File: src/rtl/hazard_fwd_unit.sv
// Operand forwarding select, load-use stall and store-to-load forwarding.
// Ports: src/stg operand inputs, st_/ld_ store buffer, fwd_sel, stall, ld_fwd_*.
// Optional HAZARD_STATS_EN adds stat_clr and stat_*_cnt counters.
module hazard_fwd_unit #(
  parameter int XLEN       = 32,
  parameter int RA_W       = 5,
  parameter int NUM_SRC    = 2,
  parameter int FWD_STAGES = 2,
  parameter int STQ_DEPTH  = 4,
  parameter int SEL_W      = $clog2(FWD_STAGES+1)
) (
  input  logic                        clk,
  input  logic                        rstn,
  input  logic                        flush,
  input  logic [NUM_SRC-1:0]          src_valid,
  input  logic [NUM_SRC*RA_W-1:0]     src_addr,
  input  logic [FWD_STAGES-1:0]       stg_wr_en,
  input  logic [FWD_STAGES*RA_W-1:0]  stg_wr_addr,
  input  logic [FWD_STAGES-1:0]       stg_is_load,
  input  logic                        st_valid,
  output logic                        st_ready,
  input  logic [XLEN-1:0]             st_addr,
  input  logic [XLEN-1:0]             st_data,
  input  logic                        st_drain,
  input  logic                        ld_valid,
  input  logic [XLEN-1:0]             ld_addr,
  output logic [NUM_SRC*SEL_W-1:0]    fwd_sel,
  output logic                        load_use_stall,
  output logic                        ld_fwd_hit,
  output logic [XLEN-1:0]             ld_fwd_data,
  output logic [$clog2(STQ_DEPTH+1)-1:0] stq_count
`ifdef HAZARD_STATS_EN
  ,
  input  logic                        stat_clr,
  output logic [31:0]                 stat_stall_cnt,
  output logic [31:0]                 stat_fwd_cnt,
  output logic [31:0]                 stat_stld_cnt
`endif
);

  localparam int CNT_W = $clog2(STQ_DEPTH+1);
  localparam int PTR_W = $clog2(STQ_DEPTH);
  localparam int WA_W  = XLEN-2;

  logic [NUM_SRC*SEL_W-1:0] sel_d;
  logic [NUM_SRC-1:0]       win_ld;
  logic                     stall_d;

  // Descending scan: the youngest (lowest index) match is written last.
  always_comb begin
    sel_d  = '0;
    win_ld = '0;
    for (int i = 0; i < NUM_SRC; i++) begin
      for (int s = FWD_STAGES-1; s >= 0; s--) begin
        if (src_valid[i] &&
            src_addr[i*RA_W +: RA_W] != '0 &&
            stg_wr_en[s] &&
            stg_wr_addr[s*RA_W +: RA_W] ==
              src_addr[i*RA_W +: RA_W]) begin
          sel_d[i*SEL_W +: SEL_W] = SEL_W'(s+1);
          win_ld[i] = stg_is_load[s];
        end
      end
    end
    stall_d = |win_ld;
  end

  assign load_use_stall = stall_d;

  logic [WA_W-1:0]      sb_addr [STQ_DEPTH];
  logic [XLEN-1:0]      sb_data [STQ_DEPTH];
  logic [STQ_DEPTH-1:0] sb_vld;
  logic [PTR_W-1:0]     head;
  logic [PTR_W-1:0]     tail;
  logic [CNT_W-1:0]     cnt;
  logic                 push;
  logic                 pop;

  assign st_ready  = (cnt < CNT_W'(STQ_DEPTH)) | st_drain;
  assign push      = st_valid & st_ready;
  assign pop       = st_drain & (cnt != '0);
  assign stq_count = cnt;

  always_ff @(posedge clk or negedge rstn) begin
    if (!rstn) begin
      sb_vld <= '0;
      head   <= '0;
      tail   <= '0;
      cnt    <= '0;
    end else begin
      // Pop first so a full-buffer push into the freed slot stays valid.
      if (pop) begin
        sb_vld[head] <= 1'b0;
        head         <= head + 1'b1;
      end
      if (push) begin
        sb_vld[tail] <= 1'b1;
        tail         <= tail + 1'b1;
      end
      unique case ({push, pop})
        2'b10:   cnt <= cnt + 1'b1;
        2'b01:   cnt <= cnt - 1'b1;
        default: cnt <= cnt;
      endcase
    end
  end

  always_ff @(posedge clk) begin
    if (push) begin
      sb_addr[tail] <= st_addr[XLEN-1:2];
      sb_data[tail] <= st_data;
    end
  end

  logic            lk_hit;
  logic [XLEN-1:0] lk_data;
  logic [PTR_W-1:0] idx;

  // Oldest to youngest from head; later matches override earlier ones.
  always_comb begin
    lk_hit  = 1'b0;
    lk_data = '0;
    idx     = '0;
    for (int k = 0; k < STQ_DEPTH; k++) begin
      idx = head + PTR_W'(k);
      if (sb_vld[idx] &&
          sb_addr[idx] == ld_addr[XLEN-1:2]) begin
        lk_hit  = 1'b1;
        lk_data = sb_data[idx];
      end
    end
    if (push && st_addr[XLEN-1:2] == ld_addr[XLEN-1:2]) begin
      lk_hit  = 1'b1;
      lk_data = st_data;
    end
  end

  logic [NUM_SRC*SEL_W-1:0] sel_q;
  logic                     ld_take;

  assign ld_take = ld_valid & ~flush & lk_hit;
  assign fwd_sel = sel_q;

  always_ff @(posedge clk or negedge rstn) begin
    if (!rstn) begin
      sel_q       <= '0;
      ld_fwd_hit  <= 1'b0;
      ld_fwd_data <= '0;
    end else begin
      sel_q      <= flush ? '0 : sel_d;
      ld_fwd_hit <= ld_take;
      if (ld_take) begin
        ld_fwd_data <= lk_data;
      end
    end
  end

`ifdef HAZARD_STATS_EN
  always_ff @(posedge clk or negedge rstn) begin
    if (!rstn) begin
      stat_stall_cnt <= '0;
      stat_fwd_cnt   <= '0;
      stat_stld_cnt  <= '0;
    end else if (stat_clr) begin
      stat_stall_cnt <= '0;
      stat_fwd_cnt   <= '0;
      stat_stld_cnt  <= '0;
    end else begin
      if (stall_d && stat_stall_cnt != '1)
        stat_stall_cnt <= stat_stall_cnt + 1'b1;
      if ((|sel_d) && stat_fwd_cnt != '1)
        stat_fwd_cnt <= stat_fwd_cnt + 1'b1;
      if (ld_fwd_hit && stat_stld_cnt != '1)
        stat_stld_cnt <= stat_stld_cnt + 1'b1;
    end
  end
`endif

endmodule

File: config.mk
export PLATFORM = sky130hd
export DESIGN_NAME = hazard_fwd_unit
export DESIGN_NICKNAME = d
export VERILOG_FILES = /design/src/rtl/hazard_fwd_unit.sv
export SDC_FILE = /design/constraint.sdc
export NUM_CORES = 1
export LEC_CHECK = 0
export CAP_MARGIN = 20
export CORE_ASPECT_RATIO = 0.7
export CORE_MARGIN = 2
export CORE_UTILIZATION = 55
export DETAILED_ROUTE_END_ITERATION = 12
export PLACE_DENSITY_LB_ADDON = 0.15
export SYNTH_ARGS = -nofsm -noshare
export SYNTH_HDL_FRONTEND = slang
export SYNTH_SLANG_ARGS = --single-unit
File: constraint.sdc
create_clock -name clk -period 4.9 [get_ports clk]
set_input_delay 0.735 -clock clk [delete_from_list [all_inputs] [get_ports clk]]
set_output_delay 0.735 -clock clk [all_outputs]
set_load 0.02 [all_outputs]
==> results_dict.tcl <==
set metrics [dict create \
    fin_crit_sh_pct 88.2 \
    ir_drop_mv 0.531 \
    clockBufferDepth 3 \
    p_leak_nw 8.54 \
    grt.total_usage_pct 33.0 \
    outcome "finished, final reports clean" \
    layout.nets 1791 \
    drv_slew 0 \
    htree_levels 1 \
    ys_seq_elements 296 \
    cts_tree "built" \
    ys.flop_type "edfxtp_1" \
    period_needed_ns 4.32 \
    end_kind "register" \
    required_ns 5.41 \
    grt_overflow 0 \
    cts_setup_buffers 0 \
    rsz0062_at_grt "no" \
    die_w_um 235 \
    num-fill-cells 2696 \
    slew_headroom_pct 32.8 \
    syn_area_um2 20500 \
    grt_pass1_vias 14700 \
    worstPathArrival_ns 4.84 \
    critPathMaxStageDelay_ns 0.69 \
    drc 0 \
    via_per_inst 7.12 \
    fmax_ghz 0.231 \
    die_area_um2 38900 \
    post_cts_resized 0 \
    wl_per_cell_um 29.7 \
    crit_family "compound AO/OA/AOI/OAI gates" \
    path_cells "buf_4 -> mux2_2 -> a222oi_1 -> nand4_1 -> a2bb2o_1 -> nor4_4 -> o21bai_2 -> buf_12 -> or3_1 -> buf_12 -> o311ai_1 -> nand2_1" \
    ys_seq_area_share_pct 42.1 \
    worstSetupPathType "reg -> reg" \
    crit_slowest_cell "a222oi_1" \
    place.gp.congestion 1.03 \
    tns_ns 0 \
    grt_max_degree 67 \
    dp_hpwl_mm 45.5 \
    cts.sinks 296 \
    drt_wl_total_mm 64.4 \
    io_buffers 165 \
    ctsHoldBuffers 0 \
    antenna_found_initial 2 \
    grt_pass1_wl_mm 97.2 \
    reg2reg_from "head[1]" \
    start_util_pct 55.5 \
    clkLatencyLatePin_ns 0.60 \
    num_vias 15400 \
    num_io_pins 170 \
    path_common_cell "buf_12" \
    area_growth_pct 16.2 \
    drt_iter0_drc 1920 \
    maxCapViolations 0 \
    tightest_slew_ns 1.01 \
    ant_nets 0 \
    hp-class "in -> async" \
    synth-edff-count 248 \
    root_buffer "clkbuf_16" \
    hold_viol_final 0 \
    utilization_pct 64.5 \
    startpoint_type "register" \
    clkTransAtPathRegs_ns 0.06 \
    cts_inserted_buffers 30 \
    ys_warn_count 0 \
    async_reset_ff_share_pct 16.2 \
    cp-startpoint "head[1]" \
    firstDrtPassIters 5 \
    synth_fp_nets 1675 \
    drive_gt1_share_pct 21.1 \
    ys_types 70 \
    synthCells 1537 \
    critPathMaxFanout 34 \
    synth.avg_cell_area_um2 13.3 \
    skew_ns 0.0282 \
    die_h_um 166 \
    finalSetupViolCount 0 \
    core_area_um2 37000 \
    p_per_area_nw_per_um2 594 \
    core.rowCount 59 \
    path_buf_inv 3 \
]
flip-flops by register name, indices dropped and copies added, names as in the netlist:
| register | cells |
|---|---|
| fwd_sel | 4 |
| head | 2 |
| ld_fwd_data | 32 |
| ld_fwd_hit | 1 |
| sb_addr | 120 |
| sb_data | 128 |
| sb_vld | 4 |
| stq_count | 3 |
| tail | 2 |
kinds of logic (layout without fill, tap and decap cells):
kind of cell / Yosys count / after routing / share of synthesized area (%)
other cells: 0 / 1 / 0
mux: 315 / 315 / 28.5
fa+ha+maj: 10 / 10 / 0.646
simple gates: 372 / 372 / 9.99
flops: 296 / 296 / 42.1
compound gates: 208 / 208 / 7.98
buf+inv: 188 / 327 / 4.45
xor+xnor: 148 / 148 / 6.32
per-layer routing:
metal	vias to the layer above	global-route usage, %	share of wire, %
met5	-	0	0.020
met4	2	6.36	1.8
met3	79	9.33	12
met2	939	44.3	41
met1	7944	53.4	45
li1	6451	-	-
worst register-to-register path, cell delays in order (launching register included):
cell      delay, ns
dfrtp_4        0.52
buf_4          0.40
mux2_2         0.43
a222oi_1       0.70
nand4_1        0.24
a2bb2o_1       0.35
nor4_4         0.43
o21bai_2       0.22
buf_12         0.26
or3_1          0.23
buf_12         0.21
o311ai_1       0.18
nand2_1        0.10
synthesized netlist by cell type (7+ instances only):
| master | count | area, um^2 |
|---|---|---|
| a2111oi_0 | 8 | 70.1 |
| buf_4 | 15 | 113 |
| o21ai_0 | 17 | 85.1 |
| o211ai_1 | 7 | 52.6 |
| nor3b_1 | 32 | 240 |
| ha_1 | 9 | 113 |
| nand3_1 | 15 | 75.1 |
| edfxtp_1 | 248 | 7450 |
| a21o_1 | 37 | 278 |
| nor3_1 | 16 | 80.1 |
| xor2_1 | 21 | 184 |
| inv_1 | 46 | 173 |
| nand2b_1 | 13 | 81.3 |
| and2_1 | 8 | 50.1 |
| nor4b_1 | 33 | 289 |
| o22ai_1 | 10 | 62.6 |
| o311ai_1 | 32 | 280 |
| buf_2 | 42 | 210 |
| a221oi_1 | 34 | 298 |
| buf_6 | 10 | 113 |
| a21oi_1 | 11 | 55.1 |
| nor4_1 | 17 | 106 |
| mux2i_1 | 91 | 911 |
| nand4_1 | 50 | 313 |
| o2111ai_1 | 7 | 61.3 |
| mux2_2 | 10 | 113 |
| clkbuf_1 | 66 | 248 |
| and3_1 | 7 | 43.8 |
| mux4_2 | 214 | 4820 |
| nor2_1 | 49 | 184 |
| xnor2_1 | 127 | 1110 |
| dfrtp_1 | 48 | 1200 |
| nand2_1 | 110 | 413 |
power by group:
| part | switching [W] | internal, W |
|---|---|---|
| combinational | 0.00423 | 0.00382 |
| sequential | 0.000339 | 0.00318 |
| clock | 0.00101 | 0.00160 |
| total | 0.00557 | 0.00860 |
path summary, 6_finish.rpt:
check                                  end  slack (ns)  cells after the start
max                        ld_fwd_data[19]        0.58                     12
min                              sb_vld[3]        0.30                      2
max reg2reg                ld_fwd_data[19]        0.58                     12
min reg2reg                 ld_fwd_data[8]        0.46                      2
max in group asynchronous          head[1]        4.03                      2
min in group clk            ld_fwd_data[8]        0.46                      2
layout by cell type (no fill, tap or decap), types with 21 or more instances in the layout:
cell             instances
clkbuf_16               30
nor3b_1                 32
a21o_1                  37
o311ai_1                32
mux2i_1                 91
mux4_2                 214
buf_4                   47
nand2_1                109
clkdlybuf4s50_1        164
edfxtp_1               248
nand4_1                 50
xor2_1                  21
xnor2_1                127
inv_1                   46
dfrtp_1                 46
nor2_1                  49
a221oi_1                34
nor4b_1                 33
area by class of cell:
| cell class | count | area [um^2] | area share [%] |
|---|---|---|---|
| Clock inverter | 18 | 300 | 1.26 |
| Sequential cell | 296 | 8660 | 36.3 |
| Inverter | 48 | 180 | 0.755 |
| Tap cell | 488 | 611 | 2.56 |
| Antenna cell | 1 | 2.50 | 0.0105 |
| Timing Repair Buffer | 224 | 2240 | 9.39 |
| Multi-Input combinational cell | 1053 | 11000 | 46.3 |
| Clock buffer | 37 | 817 | 3.43 |
metrics by stage:
stage | area (um^2) | total power, W | hold slack [ns] | worst slack, ns | std cells
floorplan | 20500 | 0.00941 | 0.439 | 0.713 | 1537
global placement | 22700 | 0.0113 | 0.452 | 0.474 | 2109
detailed placement | 22700 | 0.0114 | 0.458 | 0.519 | 2109
CTS | 23800 | 0.0140 | 0.310 | 0.711 | 2164
global route | 23900 | 0.0147 | 0.356 | 0.459 | 2165
finish | 23900 | 0.0142 | 0.304 | 0.576 | 2165
Power figures use the tool's default switching activity.
